==> config.mk <==
export PLATFORM = sky130hd
export DESIGN_NAME = uart_rx
export DESIGN_NICKNAME = d
export VERILOG_FILES = /design/src/rtl/uart_rx.sv
export SDC_FILE = /design/constraint.sdc
export NUM_CORES = 1
export LEC_CHECK = 0
export ABC_AREA = 1
export CAP_MARGIN = 5
export CORE_UTILIZATION = 55
export CTS_CLUSTER_DIAMETER = 50
export DETAILED_ROUTE_END_ITERATION = 10
export PLACE_DENSITY = 0.79
export SYNTH_ARGS = -nofsm -noshare
export SYNTH_HDL_FRONTEND = slang
export SYNTH_SLANG_ARGS = --single-unit
==> constraint.sdc <==
create_clock -name i_clk -period 1.8 [get_ports i_clk]
set_clock_uncertainty 0.15 [all_clocks]
set_input_delay 0.36 -clock i_clk [delete_from_list [all_inputs] [get_ports i_clk]]
set_output_delay 0.36 -clock i_clk [all_outputs]
set_load 0.02 [all_outputs]
==> src/rtl/uart_rx.sv <==
// uart_rx: 16x-oversampled LSB-first UART receiver with parity and framing error flags.
// Word is presented one clock after the mid-stop sample; no backpressure, o_valid is a one-cycle pulse.
module uart_rx #(
  parameter int DATA_WIDTH = 8,
  parameter bit PARITY_EN  = 1'b0,
  parameter bit PARITY_ODD = 1'b0
) (
  input  logic                  i_clk,
  input  logic                  i_rst,
  input  logic                  i_baud_x16,
  output logic                  o_baud_x16_en,
  input  logic                  i_RX,
  output logic [DATA_WIDTH-1:0] o_dout,
  output logic                  o_valid,
  output logic                  o_busy,
  output logic                  o_frame_err,
  output logic                  o_parity_err
);

  typedef enum logic [2:0] {IDLE, START, DATA, PARITY, STOP} state_e;

  localparam logic [3:0] LAST_BIT = 4'(DATA_WIDTH - 1);

  state_e                  state_q, state_d;
  logic                    rx_s1_q, rx_s2_q, rx_prev_q;
  logic [3:0]              tick_cnt_q, tick_cnt_d;
  logic [3:0]              bit_cnt_q, bit_cnt_d;
  logic [DATA_WIDTH-1:0]   shift_q, shift_d;
  logic                    par_err_q, par_err_d;
  logic [DATA_WIDTH-1:0]   dout_q, dout_d;
  logic                    valid_q, valid_d;
  logic                    frame_err_q, frame_err_d;
  logic                    parity_err_q, parity_err_d;
  logic                    fall;

  // Synchronizer resets high so a line idling high never looks like a start edge.
  always_ff @(posedge i_clk or posedge i_rst) begin
    if (i_rst) begin
      rx_s1_q   <= 1'b1;
      rx_s2_q   <= 1'b1;
      rx_prev_q <= 1'b1;
    end else begin
      rx_s1_q   <= i_RX;
      rx_s2_q   <= rx_s1_q;
      rx_prev_q <= rx_s2_q;
    end
  end

  assign fall = rx_prev_q & ~rx_s2_q;

  always_ff @(posedge i_clk or posedge i_rst) begin
    if (i_rst) begin
      state_q      <= IDLE;
      tick_cnt_q   <= 4'd0;
      bit_cnt_q    <= 4'd0;
      shift_q      <= '0;
      par_err_q    <= 1'b0;
      dout_q       <= '0;
      valid_q      <= 1'b0;
      frame_err_q  <= 1'b0;
      parity_err_q <= 1'b0;
    end else begin
      state_q      <= state_d;
      tick_cnt_q   <= tick_cnt_d;
      bit_cnt_q    <= bit_cnt_d;
      shift_q      <= shift_d;
      par_err_q    <= par_err_d;
      dout_q       <= dout_d;
      valid_q      <= valid_d;
      frame_err_q  <= frame_err_d;
      parity_err_q <= parity_err_d;
    end
  end

  always_comb begin
    state_d      = state_q;
    tick_cnt_d   = tick_cnt_q;
    bit_cnt_d    = bit_cnt_q;
    shift_d      = shift_q;
    par_err_d    = par_err_q;
    dout_d       = dout_q;
    valid_d      = 1'b0;
    frame_err_d  = frame_err_q;
    parity_err_d = parity_err_q;

    case (state_q)
      IDLE: begin
        tick_cnt_d = 4'd0;
        bit_cnt_d  = 4'd0;
        par_err_d  = 1'b0;
        if (fall) state_d = START;
      end
      START: begin
        if (i_baud_x16) begin
          if (tick_cnt_q == 4'd7) begin
            // Mid start bit: a high line here means the edge was a glitch.
            if (!rx_s2_q) begin
              tick_cnt_d = 4'd0;
              state_d    = DATA;
            end else begin
              state_d = IDLE;
            end
          end else begin
            tick_cnt_d = tick_cnt_q + 4'd1;
          end
        end
      end
      DATA: begin
        if (i_baud_x16) begin
          if (tick_cnt_q == 4'd15) begin
            shift_d    = {rx_s2_q, shift_q[DATA_WIDTH-1:1]};
            tick_cnt_d = 4'd0;
            bit_cnt_d  = bit_cnt_q + 4'd1;
            if (bit_cnt_q == LAST_BIT) state_d = PARITY_EN ? PARITY : STOP;
          end else begin
            tick_cnt_d = tick_cnt_q + 4'd1;
          end
        end
      end
      PARITY: begin
        if (i_baud_x16) begin
          if (tick_cnt_q == 4'd15) begin
            par_err_d  = (^shift_q) ^ rx_s2_q ^ PARITY_ODD;
            tick_cnt_d = 4'd0;
            state_d    = STOP;
          end else begin
            tick_cnt_d = tick_cnt_q + 4'd1;
          end
        end
      end
      STOP: begin
        if (i_baud_x16) begin
          if (tick_cnt_q == 4'd15) begin
            // Leave at mid-stop so a following start edge is not missed.
            state_d      = IDLE;
            valid_d      = 1'b1;
            dout_d       = shift_q;
            frame_err_d  = ~rx_s2_q;
            parity_err_d = par_err_q;
          end else begin
            tick_cnt_d = tick_cnt_q + 4'd1;
          end
        end
      end
      default: state_d = IDLE;
    endcase
  end

  assign o_baud_x16_en = (state_q != IDLE);
  assign o_busy        = (state_q != IDLE);
  assign o_dout        = dout_q;
  assign o_valid       = valid_q;
  assign o_frame_err   = frame_err_q;
  assign o_parity_err  = parity_err_q;

endmodule
==> results.ini, run 1 <==
[finish]
fin_nets=231
fillCellCount=224
num_antenna_cells=0
synthToLayoutAreaGrowth_pct=21.9
fin_util_pct=72.3
drive_gt1_share_pct=21.7
fin_cells=257

[synth]
synth_area_leaders=dfrtp_1 46%, nand2_1 13%, inv_1 4.9%
yosys.area_share.simple_pct=25.2
yosysTopAreaCell=dfrtp_1
yosys_warnings=0
synthCells=195
synthAdderAreaFrac_pct=1.49
synth_xor_area_share_pct=3.13
synth_top_family_by_area=simple AND/OR/NAND/NOR gates
synth_flop_cell=dfrtp_1
syn_nets=201
syn_area_per_cell_um2=8.60
ys_ff_latch=34
synthArstFlopShare_pct=100
syn-cell-area_um2=1680
ys_seq_area_share_pct=51.0
synth_edf_count=0
ys_types=30
muxShareOfSynthArea_pct=0
synth_top_area_share_pct=46.3
synth_compound_area_share_pct=11.3

[outcome]
outcome=finished with violations
violations=DRC

[setup_path]
required_ns=1.86
cp-start-kind=register
crit_type=reg2reg
r2r_start=tick_cnt_q[0]
critPathMaxFanout=20
startpoint=tick_cnt_q[0]
arrival_ns=1.82
end_kind=register

[pwr]
powerDensity_nw_per_um2=1070
p_leak_nw=1.08
vdd_drop_max_mv=1.24
finalPower_mw=2.18

[global_routing]
antenna_found_initial=0
grt_pass1_wl_um=5660
grtUsageTotal_pct=23.3
grt.overflow.total=0
grt_pass1_vias=1358
grt_start_max_net_pins=35

[timing]
slew_violations=0
tightest_slew_ns=0.266
rsz0062_at_grt=true
finalSetupViolCount=0
maxSlewHeadroom_pct=82.1
timing.setup.tns_ns=0
period_minus_slack_ns=1.76
finalCritPeriodShare_pct=97.9
whs_ns=0.213
hold_viol=0
max_freq_ghz=0.568

[clock_network]
cts_max_level=2
clock_latency_ns=0.33
cts_buffers=5
clk_path_buf_depth=2
cts_root_buf=clkbuf_4
cts.sinks=34
cts_hold_buf=0
path_clk_slew_ns=0.11
cts_tree=yes

[floorplan]
die_h_um=57.2
dieArea_um2=3270
rows=19
die_w_um=57.2
start_util_pct=59.3
io_pins=17
fp.coreArea_um2=2830

[placed_design]
gp_congestion=0.795
dp.cells=247
io_buffers=16
hpwl_um=2380

[min_path]
min_path_type=reg2reg
worstHoldStart=rx_s1_q

[detailed_routing]
viasPerCell=5.35
ant_nets=0
drc=4
drt_iter0_drc=69
wl_um=3180
first_pass_iters=7
vias=1376
wl_per_cell_um=12.4

[flow_run]
maxCapViolCount=0

-- worst paths after layout --
| path | to | slack [ns] | cells after the start |
|---|---|---|---|
| max | bit_cnt_q[0] | 0.04 | 8 |
| min | rx_s2_q | 0.21 | 0 |
| max reg2reg | bit_cnt_q[0] | 0.04 | 8 |
| min reg2reg | rx_s2_q | 0.21 | 0 |
| max in group asynchronous | rx_s2_q | 1.05 | 3 |
| min in group asynchronous | o_dout[5] | 0.22 | 3 |
-- critical path, cell delays in order (launching register included) --
cell and delay (ns):
dfrtp_1 0.41, ha_2 0.21, nand2_2 0.07, nor2_4 0.17
buf_4 0.13, nand3_2 0.10, buf_4 0.22, nand3_1 0.09
o21ai_1 0.08
-- per-stage QoR --
stage	setup slack [ns]	cell area, um^2
floorplan	0.177	1680
global placement	0.0432	1930
detailed placement	-0.0470	1930
CTS	0.00414	2020
global route	-0.0290	2040
finish	0.0383	2040
-- registers in the layout, indices dropped and copies added, names as in the netlist --
signal / count
rx_s2_q: 1
tick_cnt_q: 4
o_parity_err: 1
shift_q: 8
rx_s1_q: 1
par_err_q: 1
o_dout: 8
o_frame_err: 1
state_q: 3
bit_cnt_q: 4
o_valid: 1
rx_prev_q: 1
-- where the power goes --
group	switching, mW	internal, mW	leakage, nW
Sequential	0.0424	0.814	0.460
Combinational	0.374	0.233	0.563
Clock	0.248	0.471	0.0585
Total	0.664	1.52	1.08
-- routing by layer --
layer  global-route usage, %  part of all wire, %  vias to the layer above  wire [um]
li1                        -                    -                      679          -
met1                    28.3                   44                      661       1390
met2                    38.8                   50                       28       1590
met3                    5.44                  4.4                        8        140
met4                    12.2                  1.9                        0         59
met5                       0                    0                        -          0
-- synth_stat cells (2+ instances only) --
library cell / number
nand2_1: 58
dfrtp_1: 31
inv_1: 22
nand3_1: 15
o21ai_1: 11
o21ai_0: 8
o21ai_2: 8
nor2_1: 6
inv_2: 4
xnor2_1: 4
dfstp_2: 3
a21oi_1: 2
buf_2: 2
ha_1: 2
nand3b_1: 2
nor3_1: 2
xor2_1: 2
-- what timing repair did --
action	4_1_cts	5_1_grt
endpoints found under the setup margin	12	10
hold endpoints to repair	0	0
setup buffers	0	2
gates resized for setup	19	7
pin swaps	0	4
-- area by class of cell --
class                      count  area [um^2]  share of cell area, %
clock buffer                   6         51.3                   2.51
clock inverter                 2         60.1                   2.94
inverter                      27          104                   5.08
multi-input combinational    130          701                   34.3
sequential                    34          855                   41.8
tap                           31         38.8                   1.90
timing repair buffer          27          235                   11.5
-- kinds of logic (layout without fill, tap and decap cells) --
| logic type | Yosys count | count (layout) |
|---|---|---|
| adders and majority gates | 2 | 2 |
| DFF | 34 | 34 |
| and+or+nand+nor | 91 | 91 |
| buffers and inverters | 31 | 62 |
| AOI/OAI and AO/OA | 31 | 31 |
| xor gates and xnor gates | 6 | 6 |
-- layout by cell type (no fill, tap or decap), types with 6 or more instances in the layout --
cell type / count
o21ai_0: 6
buf_4: 10
dfrtp_1: 31
nand3_1: 15
nand2_1: 57
o21ai_2: 9
o21ai_1: 12
inv_1: 21
dlygate4sd2_1: 10
Note: power is estimated with default switching activity, not from simulation.
==> inputs of run 2 (changes only) <==
- ABC_CLOCK_PERIOD_IN_PS: not set -> 1800
==> results of run 2 <==
No change in the layout: final DEF, timing and power equal those of run 1.
==> inputs of run 3 (changes only) <==
- CORE_MARGIN: not set -> 5
==> run 3 against run 2 <==
Final area fell by 1.3%. Total power fell by 10%. Cell count rose by 0.39%. Via count fell by 1.8%. Combinational power rose by 8.4%. The run now ends clean. Largest cell class unchanged. Core utilization fell by 4.5 points. Maximum frequency rose by 3.0%. Non-clock buffer count fell by 1. Global-route usage fell by 6.2 points. Setup slack improved by 0.051 ns. Hold slack improved by 0.0071 ns. Clock power fell by 39%.
==> results.ini, run 3 (synthesized netlist as in run 1, its figures left out) <==
[floorplan]
rows=20  ; +1
dieArea_um2=4250  ; +30%
die_w_um=65.2  ; +14%
io_pins=17  ; unchanged
start_util_pct=56.3  ; -3.0 points
fp.coreArea_um2=2980  ; +5.3%
die_h_um=65.2  ; +14%

[clock_network]
cts_max_level=2  ; unchanged
cts_tree=yes
cts.sinks=34  ; unchanged
cts_root_buf=clkbuf_4
clock_latency_ns=0.33  ; about the same
path_clk_slew_ns=0.10  ; about the same
cts_hold_buf=0  ; unchanged
clk_path_buf_depth=2  ; unchanged
cts_buffers=5  ; unchanged

[timing]
timing.setup.tns_ns=0  ; unchanged
finalCritPeriodShare_pct=95.1  ; -2.8 points
hold_viol=0  ; unchanged
period_minus_slack_ns=1.71  ; -0.0505 ns
maxSlewHeadroom_pct=75.0  ; -7.1 points
max_freq_ghz=0.584  ; +3.0%
tightest_slew_ns=0.371  ; +0.104 ns
rsz0062_at_grt=true
slew_violations=0  ; unchanged
finalSetupViolCount=0  ; unchanged

[setup_path]
cp_slowest_stage_delay_ns=0.40  ; about the same
cp-start-kind=register
end_kind=output port
crit_type=reg2out
worst-path-buf-inv=3  ; +1
cp_top_family=flip-flops
path_cells=inv_2 > nand2_4 > nor2_4 > inv_2 > buf_2
crit_top_cell=inv_2
critPathSlowestCell=dfrtp_1
arrival_ns=1.20  ; -0.62 ns
worstRegToRegCells=8  ; unchanged
worst-path-stages=5  ; -3
required_ns=1.29  ; -0.57 ns
critPathMaxFanout=3  ; -85%

[global_routing]
antenna_found_initial=0  ; unchanged
grt_start_max_net_pins=35  ; unchanged
grt_pass1_wl_um=5640  ; -0.48%
grt_pass1_vias=1302  ; -4.1%
grt.overflow.total=0  ; unchanged
grtUsageTotal_pct=17.1  ; -6.2 points

[pwr]
powerDensity_nw_per_um2=972  ; -8.9%
vdd_drop_max_mv=0.839  ; -32%
p_leak_nw=1.06  ; -2.3%

[placed_design]
post_dp_cell_area_um2=1920  ; -0.26%
gp_congestion=0.838  ; +5.4%
io_buffers=16  ; unchanged
hpwl_um=2310  ; -3.1%
dp.cells=248  ; +0.40%

[detailed_routing]
viasPerCell=5.24  ; -2.2%
ant_nets=0  ; unchanged
drt_iter0_drc=78  ; +13%
drc=0  ; -4
vias=1351  ; -1.8%
wl_per_cell_um=12.7  ; +2.3%
first_pass_iters=4  ; -3
wl_um=3270  ; +2.7%

[finish]
num_antenna_cells=0  ; unchanged
layout_commonest_cell=nand2_1
drive_gt1_share_pct=22.2  ; +0.54 points
synthToLayoutAreaGrowth_pct=20.4
fin_nets=230  ; -0.43%
fin_util_pct=67.8  ; -4.5 points
fillCellCount=255  ; +14%
fin_cells=258  ; +0.39%
design_area_um2=2020  ; -1.3%
final_cell_mix=57 x nand2_1, 31 x dfrtp_1, 20 x inv_1, 15 x nand3_1, 11 x o21ai_2

[outcome]
outcome=complete, no violations

[min_path]
min_path_type=in2async

[flow_run]
maxCapViolCount=0  ; unchanged

==> run 3: cell types whose count changed in the layout (fill, tap and decap cells not counted), sizes merged <==
cell    before  now
bufinv       2    0
clkbuf       6    7
clkinv       0    1
buf         13   12
==> run 3: worst paths after layout <==
kind,from,slack [ns],to
max,state_q[0],0.09,o_baud_x16_en
min,i_rst,0.22,shift_q[0]
max reg2reg,tick_cnt_q[1],0.13,state_q[2]
min reg2reg,rx_s1_q,0.22,rx_s2_q
max in group asynchronous,i_rst,1.04,rx_prev_q
min in group i_clk,rx_s1_q,0.22,rx_s2_q
==> run 3: worst register-to-register path, delay by kind of cell, from the launching register on <==
kind | cells | cell delay, ns
and+or+nand+nor | 5 | 0.69
AOI/OAI and AO/OA | 2 | 0.14
adders and majority gates | 1 | 0.17
DFF | 1 | 0.42
==> run 3: metal layers <==
| metal | share of wire (%) | vias to the layer above | track usage (%) |
|---|---|---|---|
| met2 | 49 | 29 | 27.8 |
| met3 | 4.7 | 8 | 4.96 |
| li1 | - | 677 | - |
| met5 | 0 | - | 0 |
| met1 | 45 | 637 | 20.8 |
| met4 | 1.9 | 0 | 8.29 |
==> run 3: layout make-up <==
type / instances / area [um^2] / share of cell area (%)
flip-flops and latches: 34 / 855 / 42.3
multi-input cells: 130 / 728 / 36.1
repair buffers: 26 / 230 / 11.4
inverters: 27 / 104 / 5.15
clock buffers: 7 / 55.1 / 2.73
well taps: 33 / 41.3 / 2.05
clock inverters: 1 / 5.00 / 0.248
==> run 3: metrics by stage <==
stage               power, mW  setup WS (ns)  hold slack (ns)
floorplan                1.23          0.177            0.195
global route             2.11        -0.0116            0.225
global placement         1.42         0.0408            0.197
CTS                      1.87         0.0188            0.214
detailed placement       1.46        -0.0947            0.206
finish                   1.96         0.0888            0.220
==> run 3: report_power, final <==
group          switching, mW  internal (mW)
clock                  0.247          0.189
combinational          0.391          0.267
sequential            0.0530          0.814
==> run 3: what timing repair did <==
action	in CTS	in global routing
setup buffers	0	2
resized for setup	18	14
endpoints found under the setup margin	12	11
pin swaps	0	5
